## config.mk

```make
export PLATFORM = sky130hd
export DESIGN_NAME = vga_rect_plotter_flat
export DESIGN_NICKNAME = d
export VERILOG_FILES = /design/src/rtl/vga_rect_plotter_if.sv /design/src/rtl/vga_rect_plotter.sv /design/src/flat_wrapper.sv
export SDC_FILE = /design/constraint.sdc
export NUM_CORES = 1
export LEC_CHECK = 0
export CAP_MARGIN = 20
export CELL_PAD_IN_SITES_DETAIL_PLACEMENT = 1
export CELL_PAD_IN_SITES_GLOBAL_PLACEMENT = 2
export CORE_MARGIN = 2
export CORE_UTILIZATION = 33
export DETAILED_ROUTE_END_ITERATION = 8
export PLACE_DENSITY = 0.84
export SYNTH_ARGS = -nofsm -noshare
export SYNTH_HDL_FRONTEND = slang
export SYNTH_SLANG_ARGS = --single-unit
```

## constraint.sdc

```tcl
create_clock -name clk -period 4.9 [get_ports clk]
set_input_delay 0.735 -clock clk [delete_from_list [all_inputs] [get_ports clk]]
set_output_delay 0.735 -clock clk [all_outputs]
set_load 0.02 [all_outputs]
```

## src/rtl/vga_rect_plotter_if.sv

```systemverilog
// vga_rect_plotter_if
//   Bundles the command handshake and the pixel-write bus of the rectangle
//   plotter into one connection.
//   Command side : start, x0, y0, w, h, color_in, outline  (master -> slave)
//                  busy, done                              (slave -> master)
//   Pixel side   : x, y, color, plot                       (slave -> master/adapter)
//   The master modport is the control FSM or testbench. The slave modport is
//   the plotter.
interface vga_rect_plotter_if #(
    parameter int X_W     = 8,
    parameter int Y_W     = 7,
    parameter int COLOR_W = 3
);
    logic               start;
    logic [X_W-1:0]     x0;
    logic [Y_W-1:0]     y0;
    logic [X_W-1:0]     w;
    logic [Y_W-1:0]     h;
    logic [COLOR_W-1:0] color_in;
    logic               outline;

    logic [X_W-1:0]     x;
    logic [Y_W-1:0]     y;
    logic [COLOR_W-1:0] color;
    logic               plot;
    logic               busy;
    logic               done;

    modport master (
        output start, x0, y0, w, h, color_in, outline,
        input  x, y, color, plot, busy, done
    );

    modport slave (
        input  start, x0, y0, w, h, color_in, outline,
        output x, y, color, plot, busy, done
    );
endinterface

```

## src/rtl/vga_rect_plotter.sv

```systemverilog
// vga_rect_plotter
//   Draws a filled or outlined rectangle into the pixel-write port of
//   vga_adapter. It emits one pixel per clock in raster order (column
//   fastest). Pixels off the visible screen still take their cycle but are
//   not plotted.
//   Ports:
//     clk  - system clock
//     rst  - synchronous reset, active-high
//     bus  - vga_rect_plotter_if.slave. It carries the command operands,
//            start/busy/done, and the x/y/color/plot pixel outputs.
module vga_rect_plotter #(
    parameter int X_W      = 8,
    parameter int Y_W      = 7,
    parameter int COLOR_W  = 3,
    parameter int SCREEN_W = 160,
    parameter int SCREEN_H = 120
) (
    input  logic              clk,
    input  logic              rst,
    vga_rect_plotter_if.slave bus
);

    // Screen limits sized to match the widened coordinate sums.
    localparam logic [X_W:0] SCREEN_W_L = (X_W + 1)'(SCREEN_W);
    localparam logic [Y_W:0] SCREEN_H_L = (Y_W + 1)'(SCREEN_H);

    typedef enum logic [1:0] {
        IDLE = 2'd0,
        DRAW = 2'd1,
        FIN  = 2'd2
    } state_t;

    state_t state_q, state_d;

    logic [X_W-1:0]     x0_q, x0_d, w_q, w_d, col_q, col_d, x_q, x_d;
    logic [Y_W-1:0]     y0_q, y0_d, h_q, h_d, row_q, row_d, y_q, y_d;
    logic [COLOR_W-1:0] color_q, color_d;
    logic               outline_q, outline_d;
    logic               plot_q, plot_d;

    logic               accept;
    logic               zero_size;
    logic               last_pix;

    logic [X_W-1:0]     op_x0, op_w, nxt_col;
    logic [Y_W-1:0]     op_y0, op_h, nxt_row;
    logic               op_outline;
    logic [X_W:0]       sum_x;
    logic [Y_W:0]       sum_y;
    logic               visible;
    logic               on_border;

    // Command acceptance and end-of-rectangle detection.
    always_comb begin
        accept    = (state_q == IDLE) && bus.start;
        zero_size = (bus.w == '0) || (bus.h == '0);
        last_pix  = (col_q == w_q - X_W'(1)) && (row_q == h_q - Y_W'(1));
    end

    // Work out which pixel is presented next and whether it gets plotted.
    // On acceptance the operands come straight from the bus, because the
    // first pixel is registered in the same edge that latches them. The
    // sums are one bit wider so that a rectangle running off the right or
    // bottom edge clips instead of wrapping back onto the screen.
    always_comb begin
        if (accept) begin
            op_x0      = bus.x0;
            op_y0      = bus.y0;
            op_w       = bus.w;
            op_h       = bus.h;
            op_outline = bus.outline;
            nxt_col    = '0;
            nxt_row    = '0;
        end else begin
            op_x0      = x0_q;
            op_y0      = y0_q;
            op_w       = w_q;
            op_h       = h_q;
            op_outline = outline_q;
            if (col_q == w_q - X_W'(1)) begin
                nxt_col = '0;
                nxt_row = row_q + Y_W'(1);
            end else begin
                nxt_col = col_q + X_W'(1);
                nxt_row = row_q;
            end
        end
        sum_x     = {1'b0, op_x0} + {1'b0, nxt_col};
        sum_y     = {1'b0, op_y0} + {1'b0, nxt_row};
        visible   = (sum_x < SCREEN_W_L) && (sum_y < SCREEN_H_L);
        on_border = !op_outline
                 || (nxt_col == '0) || (nxt_col == op_w - X_W'(1))
                 || (nxt_row == '0) || (nxt_row == op_h - Y_W'(1));
    end

    // State register.
    always_ff @(posedge clk) begin
        if (rst) begin
            state_q <= IDLE;
        end else begin
            state_q <= state_d;
        end
    end

    // Next-state logic. A zero-sized command goes straight to FIN so that
    // it still produces its done pulse.
    always_comb begin
        state_d = state_q;
        case (state_q)
            IDLE: begin
                if (bus.start) begin
                    state_d = zero_size ? FIN : DRAW;
                end
            end
            DRAW: begin
                if (last_pix) begin
                    state_d = FIN;
                end
            end
            FIN:     state_d = IDLE;
            default: state_d = IDLE;
        endcase
    end

    // Output and datapath logic. x/y hold their value and plot drops
    // whenever no new pixel is being presented.
    always_comb begin
        x0_d      = x0_q;
        y0_d      = y0_q;
        w_d       = w_q;
        h_d       = h_q;
        color_d   = color_q;
        outline_d = outline_q;
        col_d     = col_q;
        row_d     = row_q;
        x_d       = x_q;
        y_d       = y_q;
        plot_d    = 1'b0;
        case (state_q)
            IDLE: begin
                if (bus.start) begin
                    x0_d      = bus.x0;
                    y0_d      = bus.y0;
                    w_d       = bus.w;
                    h_d       = bus.h;
                    color_d   = bus.color_in;
                    outline_d = bus.outline;
                    col_d     = '0;
                    row_d     = '0;
                    if (!zero_size) begin
                        x_d    = sum_x[X_W-1:0];
                        y_d    = sum_y[Y_W-1:0];
                        plot_d = visible && on_border;
                    end
                end
            end
            DRAW: begin
                if (!last_pix) begin
                    col_d  = nxt_col;
                    row_d  = nxt_row;
                    x_d    = sum_x[X_W-1:0];
                    y_d    = sum_y[Y_W-1:0];
                    plot_d = visible && on_border;
                end
            end
            default: ;
        endcase
    end

    // Operand, counter and pixel-output registers.
    always_ff @(posedge clk) begin
        if (rst) begin
            x0_q      <= '0;
            y0_q      <= '0;
            w_q       <= '0;
            h_q       <= '0;
            color_q   <= '0;
            outline_q <= 1'b0;
            col_q     <= '0;
            row_q     <= '0;
            x_q       <= '0;
            y_q       <= '0;
            plot_q    <= 1'b0;
        end else begin
            x0_q      <= x0_d;
            y0_q      <= y0_d;
            w_q       <= w_d;
            h_q       <= h_d;
            color_q   <= color_d;
            outline_q <= outline_d;
            col_q     <= col_d;
            row_q     <= row_d;
            x_q       <= x_d;
            y_q       <= y_d;
            plot_q    <= plot_d;
        end
    end

    assign bus.x     = x_q;
    assign bus.y     = y_q;
    assign bus.color = color_q;
    assign bus.plot  = plot_q;
    assign bus.busy  = (state_q == DRAW);
    assign bus.done  = (state_q == FIN);

endmodule

```

## src/flat_wrapper.sv

```systemverilog
// flat-port wrapper written by rule: the top's interface ports become plain ports
module vga_rect_plotter_flat 
#(
    parameter int X_W      = 8,
    parameter int Y_W      = 7,
    parameter int COLOR_W  = 3,
    parameter int SCREEN_W = 160,
    parameter int SCREEN_H = 120
)
  (clk, rst, bus_start, bus_x0, bus_y0, bus_w, bus_h, bus_color_in, bus_outline, bus_x, bus_y, bus_color, bus_plot, bus_busy, bus_done);
  vga_rect_plotter_if #(.X_W(X_W), .Y_W(Y_W), .COLOR_W(COLOR_W)) bus_i ();
  input  logic clk;
  input  logic rst;
  input wire logic [$bits(bus_i.start)-1:0] bus_start;
  input wire logic [$bits(bus_i.x0)-1:0] bus_x0;
  input wire logic [$bits(bus_i.y0)-1:0] bus_y0;
  input wire logic [$bits(bus_i.w)-1:0] bus_w;
  input wire logic [$bits(bus_i.h)-1:0] bus_h;
  input wire logic [$bits(bus_i.color_in)-1:0] bus_color_in;
  input wire logic [$bits(bus_i.outline)-1:0] bus_outline;
  output wire logic [$bits(bus_i.x)-1:0] bus_x;
  output wire logic [$bits(bus_i.y)-1:0] bus_y;
  output wire logic [$bits(bus_i.color)-1:0] bus_color;
  output wire logic [$bits(bus_i.plot)-1:0] bus_plot;
  output wire logic [$bits(bus_i.busy)-1:0] bus_busy;
  output wire logic [$bits(bus_i.done)-1:0] bus_done;
  assign bus_i.start = bus_start;
  assign bus_i.x0 = bus_x0;
  assign bus_i.y0 = bus_y0;
  assign bus_i.w = bus_w;
  assign bus_i.h = bus_h;
  assign bus_i.color_in = bus_color_in;
  assign bus_i.outline = bus_outline;
  assign bus_x = bus_i.x;
  assign bus_y = bus_i.y;
  assign bus_color = bus_i.color;
  assign bus_plot = bus_i.plot;
  assign bus_busy = bus_i.busy;
  assign bus_done = bus_i.done;
  vga_rect_plotter #(.X_W(X_W), .Y_W(Y_W), .COLOR_W(COLOR_W), .SCREEN_W(SCREEN_W), .SCREEN_H(SCREEN_H)) u_core (.clk(clk), .rst(rst), .bus(bus_i));
endmodule
```

==> run metrics <==
EDFF count, synth=0; residual DRC count=0; synthesized-area fraction occupied by xor and xnor cells=11.3%; count of cell types in the netlist=70; critical path class=reg -> reg; vias in the first global route=4543; H-Tree Depth=3; skew final=0.00654 ns; cells after synthesis=597; peak supply drop=0.190 mV; CTS Buf Count=9; fin crit share=89.1%; crit path time final=4.36 ns; CTS resizes=0; post-DR wirelength/cell=17.4 µm; fraction of registers with async set/reset=0%; Compound-Gate Fraction of Synth Area=16.0%; Core Area=13900 µm²; RD Place Congestion=0.817; Final Hold Slack=0.460 ns; fin. max-slew vios=0; Synthesis Warnings=0; Synth Area in Adders=5.86%; TritonCTS clock tree=yes; largest net degree at the start of global routing=52; GR peak layer=met2; status=finished clean; fillers=1705; leakage power=2.29 nW; Mapped Nets=655; worst endpoint required time=5.10 ns; Clk Latency, worst-skew pair=0.34 ns; WL final=14.5 mm; port buffer count=57; Via Count=4376; met2 track demand over resource=34.2%; Post-DP Area=5520 µm²; simple-gate area share of the yosys netlist=26.1%; most frequent cells in the layout=93 x nor2_1, 77 x nand2_1, 67 x dfxtp_1; initial core utilization=34.0%; commonest non-fill, non-tap cell in the layout=nor2_1; Buf+Inv Stages, Crit Path=1; FMAX=229 MHz; RSZ-0062 raised after global routing=false; CTS clk-pin slew, worst paths=0.06 ns; Total GRT Usage=20.1%; Synth-to-Final Area Change=22.5%; DIE WIDTH=124 µm; initial antenna violation count=0; drt via density=5.28; Final HPWL DP=10.7 mm; sequential area share after synthesis=28.3%; PD cells=304 nW/µm²; met1 Use GR=26.0%; total grt overflow=0; crit-path cells=inv_1 -> ha_1 -> o21ba_1 -> a221oi_1 -> a41oi_2 -> a211oi_4 -> nor2_1 -> and2_1 -> ha_1 -> a21o_1 -> o221a_2 -> nor4_1 -> o41ai_1 -> a21oi_1 -> xor2_1 -> mux2_2 -> nor2_1; Crit Path Max Fanout=7; Final nets=703; critical path's largest stage delay=0.41 ns; max_cap viols=0; drt pass-1 iters=4; Diodes inserted=0; Synth Register Bits=67; Mapped Area=4740 µm²; row count=43; Worst setup EP type=register; Synth Flop Type=dfxtp_1; Top Ports=58; multiplexer share of the synthesized area=7.92%; largest family of logic cells by synthesized area=simple AND/OR/NAND/NOR gates; Mean Syn Cell Area=7.94 µm²; first-pass GRT wire length=23.7 mm; Worst Setup Start Kind=register; Max transition margin=39.3%; CTS Sinks=67; Crit path depth=17; reg2reg path depth=17; final setup vio count=0; full die area=15300 µm²; WP data arrival=4.57 ns; Initial DRC Count=178; setup tns final=0 ns; CP delay by family, top=compound AO/OA/AOI/OAI gates; layout cell share with drive strength beyond 1=7.55%; slowest CP cell=dfxtp_1; slew of the pin with the lowest slew margin=0.899 ns; fin area=5810 µm²; grt met3 use=3.16%; clock tree buffer depth=2; hold_buf cts=0; setup bufs post-CTS=0; WHS Path Cells=2; clk root buf=clkbuf_16; Final Hold Vio Count=0; antenna viol nets, final=0; DIE HEIGHT=124 µm; Hold Path Class=reg -> reg
## Yosys cell counts, types with 3 or more instances
cell	number	area, µm²
dfxtp_1	67	1340
a21oi_1	41	205
a2111oi_4	3	82.6
nand2_1	77	289
nand3b_1	5	37.5
nand3_1	13	65.1
a211oi_1	5	37.5
mux2_2	4	45.0
and2_1	6	37.5
a221oi_1	4	35.0
clkbuf_1	17	63.8
buf_2	6	30.0
buf_1	5	18.8
a21o_1	3	22.5
xnor2_1	37	324
a311oi_1	3	26.3
or4_1	3	22.5
nor2_1	93	349
ha_1	19	238
o21ai_0	10	50.1
nor2b_1	5	31.3
o31ai_1	3	22.5
xor2_1	20	175
nand2b_1	6	37.5
mux2i_1	33	330
or2_2	3	18.8
inv_1	21	78.8
or3_1	3	18.8
nor3_1	13	65.1
nor4_1	8	50.1
and3_1	7	43.8
## worst min-delay path, cell delays in order (launching register included)
cell and delay (ns):
dfxtp_1 0.31, nand2_1 0.05, a21oi_1 0.05
## sequential cells by signal, summed over array words and instances (netlist names)
register,flops
u_core.bus.color,3
u_core.bus.plot,1
u_core.bus.x,8
u_core.bus.y,7
u_core.col_q,8
u_core.h_q,7
u_core.outline_q,1
u_core.row_q,7
u_core.state_q,2
u_core.w_q,8
u_core.x0_q,8
u_core.y0_q,7
## worst paths after layout
kind                  startpoint                   to  slack [ns]
max reg2reg        u_core.w_q[0]      u_core.bus.x[7]        0.54
max                u_core.w_q[0]      u_core.bus.x[7]        0.54
min          u_core.bus.color[1]  u_core.bus.color[1]        0.46
min reg2reg  u_core.bus.color[1]  u_core.bus.color[1]        0.46
## report_power, final
| group | internal, mW | switching [mW] | total, mW |
|---|---|---|---|
| Combinational | 0.212 | 0.277 | 0.490 |
| Clock | 0.419 | 0.249 | 0.668 |
| Sequential | 0.582 | 0.0297 | 0.611 |
## area by class of cell
type / count / area [µm²] / area share, %
Timing Repair Buffer: 67 / 673 / 11.6
Multi-Input combinational cell: 479 / 3200 / 55.0
Inverter: 21 / 78.8 / 1.36
Tap cell: 180 / 225 / 3.88
Clock inverter: 2 / 35.0 / 0.603
Clock buffer: 13 / 260 / 4.48
Sequential cell: 67 / 1340 / 23.1
## cell families (layout without fill, tap and decap cells)
family | count (synthesis) | count (layout)
AO/OA/AOI/OAI | 102 | 102
multiplexers | 37 | 37
XOR/XNOR | 59 | 59
buffers and inverters | 51 | 103
adder cells (fa/ha/maj) | 21 | 21
AND/OR/NAND/NOR | 260 | 260
flip-flops | 67 | 67
## per-stage QoR
stage / setup slack (ns) / std cells / utilization, % / power [mW]
floorplan: 0.587 / 597 / - / 0.942
global placement: 0.545 / 813 / 39.5 / 1.09
detailed placement: 0.429 / 814 / 39.6 / 1.11
CTS: 0.510 / 829 / 41.7 / 1.78
global route: 0.126 / 829 / 41.7 / 1.86
finish: 0.536 / 829 / 41.7 / 1.77
## routing by layer
metal,up-vias,wire length [µm]
met4,0,185
met1,2147,6770
met3,12,405
met2,52,7090
met5,-,0
li1,2165,-
Power figures use the tool's default switching activity.
